File: config.mk
export PLATFORM = sky130hd
export DESIGN_NAME = joystick_mouse_emu
export DESIGN_NICKNAME = d
export VERILOG_FILES = /design/src/rtl/joystick_mouse_emu.sv
export SDC_FILE = /design/constraint.sdc
export NUM_CORES = 1
export LEC_CHECK = 0
export CAP_MARGIN = 20
export CORE_MARGIN = 2
export CORE_UTILIZATION = 35
export CTS_BUF_LIST = sky130_fd_sc_hd__clkbuf_4 sky130_fd_sc_hd__clkbuf_8 sky130_fd_sc_hd__clkbuf_16
export DETAILED_ROUTE_END_ITERATION = 10
export GPL_TIMING_DRIVEN = 0
export PLACE_DENSITY = 0.61
export SYNTH_ARGS = -nofsm -noshare
export SYNTH_HDL_FRONTEND = slang
export SYNTH_SLANG_ARGS = --single-unit
File: constraint.sdc
create_clock -name clk_32 -period 4.6 [get_ports clk_32]
set_input_delay 0.69 -clock clk_32 [delete_from_list [all_inputs] [get_ports clk_32]]
set_output_delay 0.69 -clock clk_32 [all_outputs]
set_load 0.03 [all_outputs]
File: src/rtl/joystick_mouse_emu.sv
`default_nettype none
// +--------------------------------------------------------------------------+
// | Module   : joystick_mouse_axis                                           |
// | Purpose  : One mouse axis. Turns a debounced direction request into a    |
// |            steady stream of 2-bit Gray (quadrature) steps with an        |
// |            optional step-period acceleration.                            |
// | Ports    : clk, rst_n    clock / asynchronous active-low reset           |
// |            dir_pos      request +1 steps (mutually exclusive w/ dir_neg) |
// |            dir_neg      request -1 steps                                 |
// |            phase        quadrature phases {B,A}                          |
// |            move_next    axis will be in MOVE after this clock            |
// | Revision : 1.0  initial release                                          |
// +--------------------------------------------------------------------------+
module joystick_mouse_axis #(
  parameter int  CNT_W       = 20,
  parameter int  STEP_SLOW   = 524288,
  parameter int  STEP_FAST   = 65536,
  parameter int  ACCEL_STEPS = 8,
  parameter bit  ACCEL_EN    = 1'b0
) (
  input  logic       clk,
  input  logic       rst_n,
  input  logic       dir_pos,
  input  logic       dir_neg,
  output logic [1:0] phase,
  output logic       move_next
);

  localparam int CS_W = $clog2(ACCEL_STEPS + 1);

  localparam logic [CNT_W-1:0] SLOW_P = CNT_W'(STEP_SLOW);
  localparam logic [CNT_W-1:0] FAST_P = CNT_W'(STEP_FAST);
  localparam logic [CS_W-1:0]  ACC_N  = CS_W'(ACCEL_STEPS);

  typedef enum logic [0:0] {
    IDLE = 1'b0,
    MOVE = 1'b1
  } axis_state_t;

  axis_state_t      state,    state_nx;
  logic [CNT_W-1:0] timer,    timer_nx;
  logic [CNT_W-1:0] period,   period_nx;
  logic [CS_W-1:0]  count,    count_nx;
  logic [1:0]       phase_nx;
  logic             move_neg, move_neg_nx;

  logic             want;
  logic             take_step;
  logic             restart;
  logic [CNT_W-1:0] base_period;
  logic [CNT_W-1:0] half_period;
  logic [CS_W-1:0]  base_count;
  logic [CS_W-1:0]  count_inc;

  assign want = dir_pos | dir_neg;

  always_ff @(posedge clk or negedge rst_n) begin
    if (!rst_n) begin
      state    <= IDLE;
      timer    <= '0;
      period   <= SLOW_P;
      count    <= '0;
      phase    <= 2'b00;
      move_neg <= 1'b0;
    end else begin
      state    <= state_nx;
      timer    <= timer_nx;
      period   <= period_nx;
      count    <= count_nx;
      phase    <= phase_nx;
      move_neg <= move_neg_nx;
    end
  end

  always_comb begin
    state_nx    = state;
    timer_nx    = timer;
    period_nx   = period;
    count_nx    = count;
    phase_nx    = phase;
    move_neg_nx = move_neg;
    take_step   = 1'b0;
    restart     = 1'b0;
    base_period = period;
    half_period = period >> 1;
    base_count  = count;
    count_inc   = count + 1'b1;

    case (state)
      IDLE: begin
        if (want) begin
          state_nx  = MOVE;
          take_step = 1'b1;
          restart   = 1'b1;
        end
      end
      MOVE: begin
        if (!want) begin
          // Phase is deliberately left where it is.
          state_nx  = IDLE;
          period_nx = SLOW_P;
          count_nx  = '0;
        end else if (dir_neg != move_neg) begin
          // Reversal within one clock behaves exactly like a fresh press.
          take_step = 1'b1;
          restart   = 1'b1;
        end else if (timer == '0) begin
          take_step = 1'b1;
        end else begin
          timer_nx = timer - 1'b1;
        end
      end
      default: state_nx = IDLE;
    endcase

    if (take_step) begin
      base_period = restart ? SLOW_P : period;
      base_count  = restart ? '0 : count;
      count_inc   = base_count + 1'b1;
      half_period = base_period >> 1;
      // The period picked here is what the timer reloads with, so a halving
      // takes effect on the interval that starts with this step.
      if (ACCEL_EN && (count_inc >= ACC_N)) begin
        period_nx = (half_period < FAST_P) ? FAST_P : half_period;
        count_nx  = '0;
      end else begin
        period_nx = base_period;
        count_nx  = count_inc;
      end
      timer_nx    = period_nx - 1'b1;
      // Gray walk on {B,A}: +1 is 00->01->11->10, -1 is the reverse.
      phase_nx    = dir_neg ? {~phase[0], phase[1]} : {phase[0], ~phase[1]};
      move_neg_nx = dir_neg;
    end
  end

  assign move_next = (state_nx == MOVE);

endmodule

// +--------------------------------------------------------------------------+
// | Module   : joystick_mouse_emu                                            |
// | Purpose  : Converts raw active-low joystick pins into Atari ST mouse     |
// |            quadrature phases plus fire. Each pin is synchronised and     |
// |            debounced; each axis steps at a steady (optionally            |
// |            accelerating) rate while a direction is held.                 |
// | Config   : define JOYMOUSE_ACCEL_EN to enable step-period acceleration.  |
// | Ports    : clk_32   in  1  system clock                                  |
// |            reset_n  in  1  asynchronous active-low reset                 |
// |            io_n     in  5  raw pins, active low:                         |
// |                            [0] fire [1] right [2] left [3] down [4] up   |
// |            fire     out 1  debounced fire, active high                   |
// |            mouse_x  out 2  X quadrature {B,A}                            |
// |            mouse_y  out 2  Y quadrature {B,A}                            |
// |            moving   out 1  either axis in MOVE                           |
// | Revision : 1.0  initial release                                          |
// +--------------------------------------------------------------------------+
module joystick_mouse_emu #(
  parameter int CNT_W        = 20,
  parameter int DEBOUNCE_CYC = 32000,
  parameter int STEP_SLOW    = 524288,
  parameter int STEP_FAST    = 65536,
  parameter int ACCEL_STEPS  = 8
) (
  input  logic       clk_32,
  input  logic       reset_n,
  input  logic [4:0] io_n,
  output logic       fire,
  output logic [1:0] mouse_x,
  output logic [1:0] mouse_y,
  output logic       moving
);

`ifdef JOYMOUSE_ACCEL_EN
  localparam bit ACCEL_ON = 1'b1;
`else
  localparam bit ACCEL_ON = 1'b0;
`endif

  localparam int DB_W = (DEBOUNCE_CYC > 1) ? $clog2(DEBOUNCE_CYC) : 1;
  localparam logic [DB_W-1:0] DB_LAST = DB_W'(DEBOUNCE_CYC - 1);

  logic [4:0] sync_1;
  logic [4:0] sync_2;
  logic [4:0] deb;

  logic x_pos, x_neg, y_pos, y_neg;
  logic x_move_next, y_move_next;

  // Two-flop synchroniser; inversion makes everything downstream active high.
  always_ff @(posedge clk_32 or negedge reset_n) begin
    if (!reset_n) begin
      sync_1 <= 5'b00000;
      sync_2 <= 5'b00000;
    end else begin
      sync_1 <= ~io_n;
      sync_2 <= sync_1;
    end
  end

  // Per-pin debounce: the counter only runs while the synced level disagrees
  // with the debounced level, so any bounce back restarts the qualification.
  for (genvar p = 0; p < 5; p++) begin : g_debounce
    logic [DB_W-1:0] cnt;
    logic            level;

    always_ff @(posedge clk_32 or negedge reset_n) begin
      if (!reset_n) begin
        cnt   <= '0;
        level <= 1'b0;
      end else if (sync_2[p] == level) begin
        cnt <= '0;
      end else if (cnt == DB_LAST) begin
        cnt   <= '0;
        level <= sync_2[p];
      end else begin
        cnt <= cnt + 1'b1;
      end
    end

    assign deb[p] = level;
  end

  // Opposing directions pressed together cancel to "no request".
  assign x_pos = deb[1] & ~deb[2];
  assign x_neg = deb[2] & ~deb[1];
  assign y_pos = deb[3] & ~deb[4];
  assign y_neg = deb[4] & ~deb[3];

  joystick_mouse_axis #(
    .CNT_W       (CNT_W),
    .STEP_SLOW   (STEP_SLOW),
    .STEP_FAST   (STEP_FAST),
    .ACCEL_STEPS (ACCEL_STEPS),
    .ACCEL_EN    (ACCEL_ON)
  ) u_axis_x (
    .clk       (clk_32),
    .rst_n     (reset_n),
    .dir_pos   (x_pos),
    .dir_neg   (x_neg),
    .phase     (mouse_x),
    .move_next (x_move_next)
  );

  joystick_mouse_axis #(
    .CNT_W       (CNT_W),
    .STEP_SLOW   (STEP_SLOW),
    .STEP_FAST   (STEP_FAST),
    .ACCEL_STEPS (ACCEL_STEPS),
    .ACCEL_EN    (ACCEL_ON)
  ) u_axis_y (
    .clk       (clk_32),
    .rst_n     (reset_n),
    .dir_pos   (y_pos),
    .dir_neg   (y_neg),
    .phase     (mouse_y),
    .move_next (y_move_next)
  );

  // Registered from the axes' next states so it lines up with their state.
  always_ff @(posedge clk_32 or negedge reset_n) begin
    if (!reset_n) begin
      moving <= 1'b0;
    end else begin
      moving <= x_move_next | y_move_next;
    end
  end

  assign fire = deb[0];

endmodule
`default_nettype wire
# [Word level (Yosys, flattened, before mapping)]
# Cells that the tools add are included.
[word_totals] n_memories=0 ff_bits=179 ram_bits=0 out_inout_bits=6 latch_bits=0 rom_bits=0
[classes] div=0 muxes=48 eq_ne=18 addsub=9 bitwise=23 shift=0 reduce_logical=15 order_cmp=0 multipliers=0
[op_table] cell="20-bit 2-to-1 mux" n=20
[op_table] cell="15-bit 2-to-1 mux" n=10
[op_table] cell="20-bit by 1-bit subtractor with 20-bit output, second input constant" n=4
[op_table] cell="15-bit by 1-bit adder with 15-bit output, second input constant" n=5
[op_table] cell="15-bit == test, second input constant" n=5
[op_table] cell="20-bit logical NOT" n=2
[op_table] cell="1-bit inverter" n=15
[op_table] cell="2-bit AND reduction" n=7
[op_table] cell="1-bit 2-to-1 mux" n=12
[op_table] cell="2-bit by 1-bit inequality test with 1-bit output, second input constant" n=4
[op_table] cell="1-bit case mux with 2 select lines" n=4
[op_table] cell="4-bit AND reduction" n=2
[op_table] cell="2-bit nonzero test" n=4
[op_table] cell="1-bit == test" n=5
[op_table] cell="5-bit inverter" n=1
[op_table] cell="1-bit bitwise AND" n=4
[op_table] cell="2-bit 2-to-1 mux" n=2
[op_table] cell="2-bit inequality test, second input constant" n=2
[op_table] cell="1-bit OR" n=3
[op_table] cell="1-bit inequality test" n=2

# [Logic depth before layout (Yosys ltp)]
[logic_depth] word_depth=10 ltp_mapped=16 ltp_nobuf=14

# [By module]
# Synthesis repeated with hierarchy kept, for this count alone.
[unflattened] hier_cells=1015 hier_area_um2=9550.4
[by_module_without_submodules] module="joystick_mouse_axis" cells_each=307 area_per_inst_um2=2695.1 instances=2 seq_area_each_um2=1102.3
[by_module_without_submodules] module="joystick_mouse_emu" cells_each=401 area_per_inst_um2=4160.2 instances=1 seq_area_each_um2=2277.2

# [Worst setup path before layout]
# Ideal clock, no wire load.
[synth_timing] path_kind="register -> register" startpoint="reg g_debounce[1].level" endpoint="reg u_axis_x.timer[6]" setup_slack_ns=1.067 stages_incl_launch_ff=17 path_buffers=2 synth_period_minus_slack_ns=3.533 setup_ns=0.126 t_arrival_ns=3.407 cell_sequence="dfrtp_1 inv_1 ha_1 nor4_4 nand4_2 nor2_1 buf_2 buf_2 a21oi_1 or2_2 ha_1 nand2_1 a311oi_1 or2_1 nand2_1 inv_1 o32a_1"
[synth_via] elab_chain_len=10
[synth_rtl] item="from (decl)" line="205" source="logic level;"
[synth_rtl] item="from (signal assigned)" line="215" source="level <= sync_2[p];"
[synth_rtl] item="1-bit inverter" line="226" source="assign x_neg = deb[2] & ~deb[1];"
[synth_rtl] item="1-bit bitwise AND" line="226"
[synth_rtl] item="1-bit inequality test" line="103" source="end else if (dir_neg != move_neg) begin"
[synth_rtl] item="1-bit 2-to-1 mux" line="103"
[synth_rtl] item="1-bit 2-to-1 mux" line="98" source="if (!want) begin"
[synth_rtl] item="1-bit case mux with 2 select lines" line="89" source="case (state)"
[synth_rtl] item="20-bit 2-to-1 mux" line="117" source="base_period = restart ? SLOW_P : period;"
[synth_rtl] item="20-bit 2-to-1 mux" line="116" source="if (take_step) begin"
[synth_rtl] item="20-bit by 1-bit subtractor with 20-bit output" line="130" source="timer_nx = period_nx - 1'b1;"
[synth_rtl] item="20-bit 2-to-1 mux" line="116"
[synth_rtl] item="to (signal assigned)" line="67" source="timer <= timer_nx;"
[synth_rtl] item="to (decl)" line="41" source="logic [CNT_W-1:0] timer, timer_nx;"
# Parallel ways exist; a longest one is shown, timed or not. The select of a mux whose other input is x is not followed.
# A chain may end at the register's enable or synchronous reset.

# [Final worst setup path]
# Same ends and word-level chain as after synthesis.

==> out/results.ini <==
[setup_path]
crit_required_ps = 4920
rrSetupSlack_ps = 350
r2r_cells = 16
path_class = reg2reg
r2r-start = g_debounce[1].level$_DFFE_PN0P_
crit_family = simple AND/OR/NAND/NOR gates
crit_fanout = 10
critical-path-slowest-cell = ha_1
crit_path_end_kind = flip-flop
critPathLaunchType = flip-flop
cp_slowest_stage_delay_ps = 440
path_buf_inv = 4
r2r-end = u_axis_x.timer[6]$_DFFE_PN0P_
cp_cell_sequence = inv_1 > ha_1 > nor4_4 > nand4_2 > nor2_2 > buf_2 > buf_2 > a21oi_1 > or2_2 > ha_1 > nand2_1 > a311oi_1 > or2_1 > nand2_1 > inv_1 > o32a_1
arrival_ps = 4570

[drt]
vias = 6646
routed_wire_length_per_instance_um = 14.7
drt_wl_total_um = 18800
post-route-drc-count = 0
first_pass_iters = 5
via_per_inst = 5.19
drtAntennaViolNets = 0
first_iter_violations = 623

[sta]
fin_ws_ps = 347
rsz0062_at_grt = false
fin_worst_skew_ps = 10.4
finalSetupTns_ps = 0
setup_viol = 0
hold_viol = 0
worst_slew_pin_slew_ps = 839
final_max_slew_viol_count = 0
post-route-min-period_ps = 4250
clock.fmax_ghz = 0.235
relSlewSlack_pct = 44.1
fin_crit_sh_pct = 92.5

[global_route]
grt.total_usage_pct = 14.8
grt_first_pass_wirelength_um = 32000
grt-ovfl-total = 0
antenna_found_initial = 0
grt_max_degree = 112
grt_pass1_vias = 6423

[placement]
post-dp-hpwl_um = 12300
gp_congestion = 0.850
dpl-instance-area_um2 = 9370
dp_slack_ps = 287
placed_cells_incl_taps = 1248
port-buffer-count = 12

[finish]
stdcell_count = 1280
syn2layout_area_growth_pct = 13.3
mostFrequentLayoutCell = dfrtp_1
drive_gt1_share_pct = 7.37
antennaDiodeCount = 0
design_area_um2 = 9970
num-nets-final = 953
final_cell_mix = dfrtp_1, nor2_1, nand2_1, a21oi_1, xor2_1

[cts]
cts_buffer_depth = 2
cts_max_level = 4
clk_pin_slew_ps = 80
cts_tree = yes
cts_buffers = 17
ctsRootBufferMaster = clkbuf_16
worstSkewPairLatency_ps = 440
clock-sinks = 179

[synthesis]
synth_top_cell_area_share_pct = 50.3
syn_nets = 921
synth.largest_area_cell = dfrtp_1
synth-seq-cells = 179
yosys_warnings = 0
yosys-top-cells-area = dfrtp_1, nor2_1, xor2_1
avgSynthCellArea_um2 = 9.73
postSynthCellCount = 905
yosysSeqAreaShare_pct = 50.9
synth_ff_type = dfrtp_1
async_reset_ff_share_pct = 100
syn_area_um2 = 8810
synthDistinctLibCells = 67
synth_edf_count = 0

[die]
start_util_pct = 35.3
core.rowCount = 58
core_um2 = 25000
die_w_um = 163
die_area_um2 = 26400
die_y_um = 163
pin_count = 13

[run_status]
outcome = finished, final reports clean

[power]
vdd_drop_max_mv = 0.259
power_density_nw_per_um2 = 314
p_leak_nw = 4.62

[flow_run]
drv_cap = 0

[min_path]
min_path_type = in2async

[flip-flops by register name, summed over array words and instances (netlist names)]
signal             cells
g_debounce.cnt        75
u_axis_x.period       20
u_axis_x.timer        20
u_axis_y.period       20
u_axis_y.timer        20
sync_1                 5
sync_2                 5
g_debounce.level       4
u_axis_x.phase         2
u_axis_y.phase         2
fire                   1
moving                 1
u_axis_x.move_neg      1
u_axis_x.state         1
u_axis_y.move_neg      1
u_axis_y.state         1
[repair_timing]
action | CTS | global route
hold endpoints to repair | 0 | 0
buffers inserted | 0 | 0
endpoints found under the setup margin | 0 | 6
gates resized for setup | 0 | 4
hold buffers | 0 | 0
[kinds of logic (layout without fill, tap and decap cells)]
kind of cell    after synthesis  after routing  share of synthesized area [%]
mux                          16             16                           1.92
xor+xnor                     77             77                           7.66
flops                       179            179                           50.9
simple gates                402            402                           23.2
fa+ha+maj                     9              9                           1.28
buf+inv                      52             97                           2.32
compound gates              170            170                           12.7
[worst max path at each step]
stage                                               start                               to  slack (ps)  cells past startpoint
after CTS                 g_debounce[1].level$_DFFE_PN0P_   u_axis_x.timer[14]$_DFFE_PN0P_         240                     16
final                     g_debounce[1].level$_DFFE_PN0P_    u_axis_x.timer[6]$_DFFE_PN0P_         350                     16
after floorplan           g_debounce[1].level$_DFFE_PN0P_    u_axis_x.timer[6]$_DFFE_PN0P_        1070                     16
after global placement                            reset_n  g_debounce[1].cnt[11]$_DFF_PN0_       -4670                      1
after detailed placement  g_debounce[1].level$_DFFE_PN0P_   u_axis_x.timer[14]$_DFFE_PN0P_         290                     16
after global routing      g_debounce[1].level$_DFFE_PN0P_    u_axis_x.timer[6]$_DFFE_PN0P_          80                     16
[power by group]
group,internal [mW],switching (mW),total [mW]
sequential,1.59,0.0163,1.60
combinational,0.0212,0.0506,0.0718
clock,0.773,0.687,1.46
[per-layer routing]
metal / share of wire (%) / GRT usage, %
met4: 1.7 / 5.11
met1: 50 / 21.1
met2: 45 / 22.8
met5: 0 / 0
met3: 3.6 / 2.72
[stage by stage]
step	power, mW	hold slack (ps)	util (%)
after global placement	1.71	332	37.4
after CTS	3.18	344	39.9
after floorplan	1.66	331	-
after detailed placement	1.71	336	37.5
after global routing	3.26	360	40.0
final	3.14	281	40.0
[cells in the mapped netlist, types with 4 or more instances]
cell	n
nor3_1	14
dfrtp_1	177
mux2i_1	9
and3_1	19
inv_1	21
nand3_1	43
nand2_1	65
o31ai_1	8
buf_2	4
a21o_1	10
o21ai_0	35
or4_1	10
clkbuf_1	25
mux2_2	7
and4_1	5
xnor2_1	26
o22a_1	8
xor2_1	51
a31oi_1	8
ha_1	9
nand2b_1	6
or3_1	10
a211oi_1	4
nor4_1	11
nor2_1	134
and2_1	44
or2_2	8
a21oi_1	55
nand4_1	18
[area by class of cell]
cell class	instances	area, um2
Buffer	31	126
Tap cell	330	413
Inverter	21	78.8
Clock buffer	17	425
Multi-Input combinational cell	674	4130
Sequential cell	179	4480
Fill cell	2430	15000
Timing Repair Buffer	13	153
Clock inverter	15	168
(Power assumes the default switching activity.)
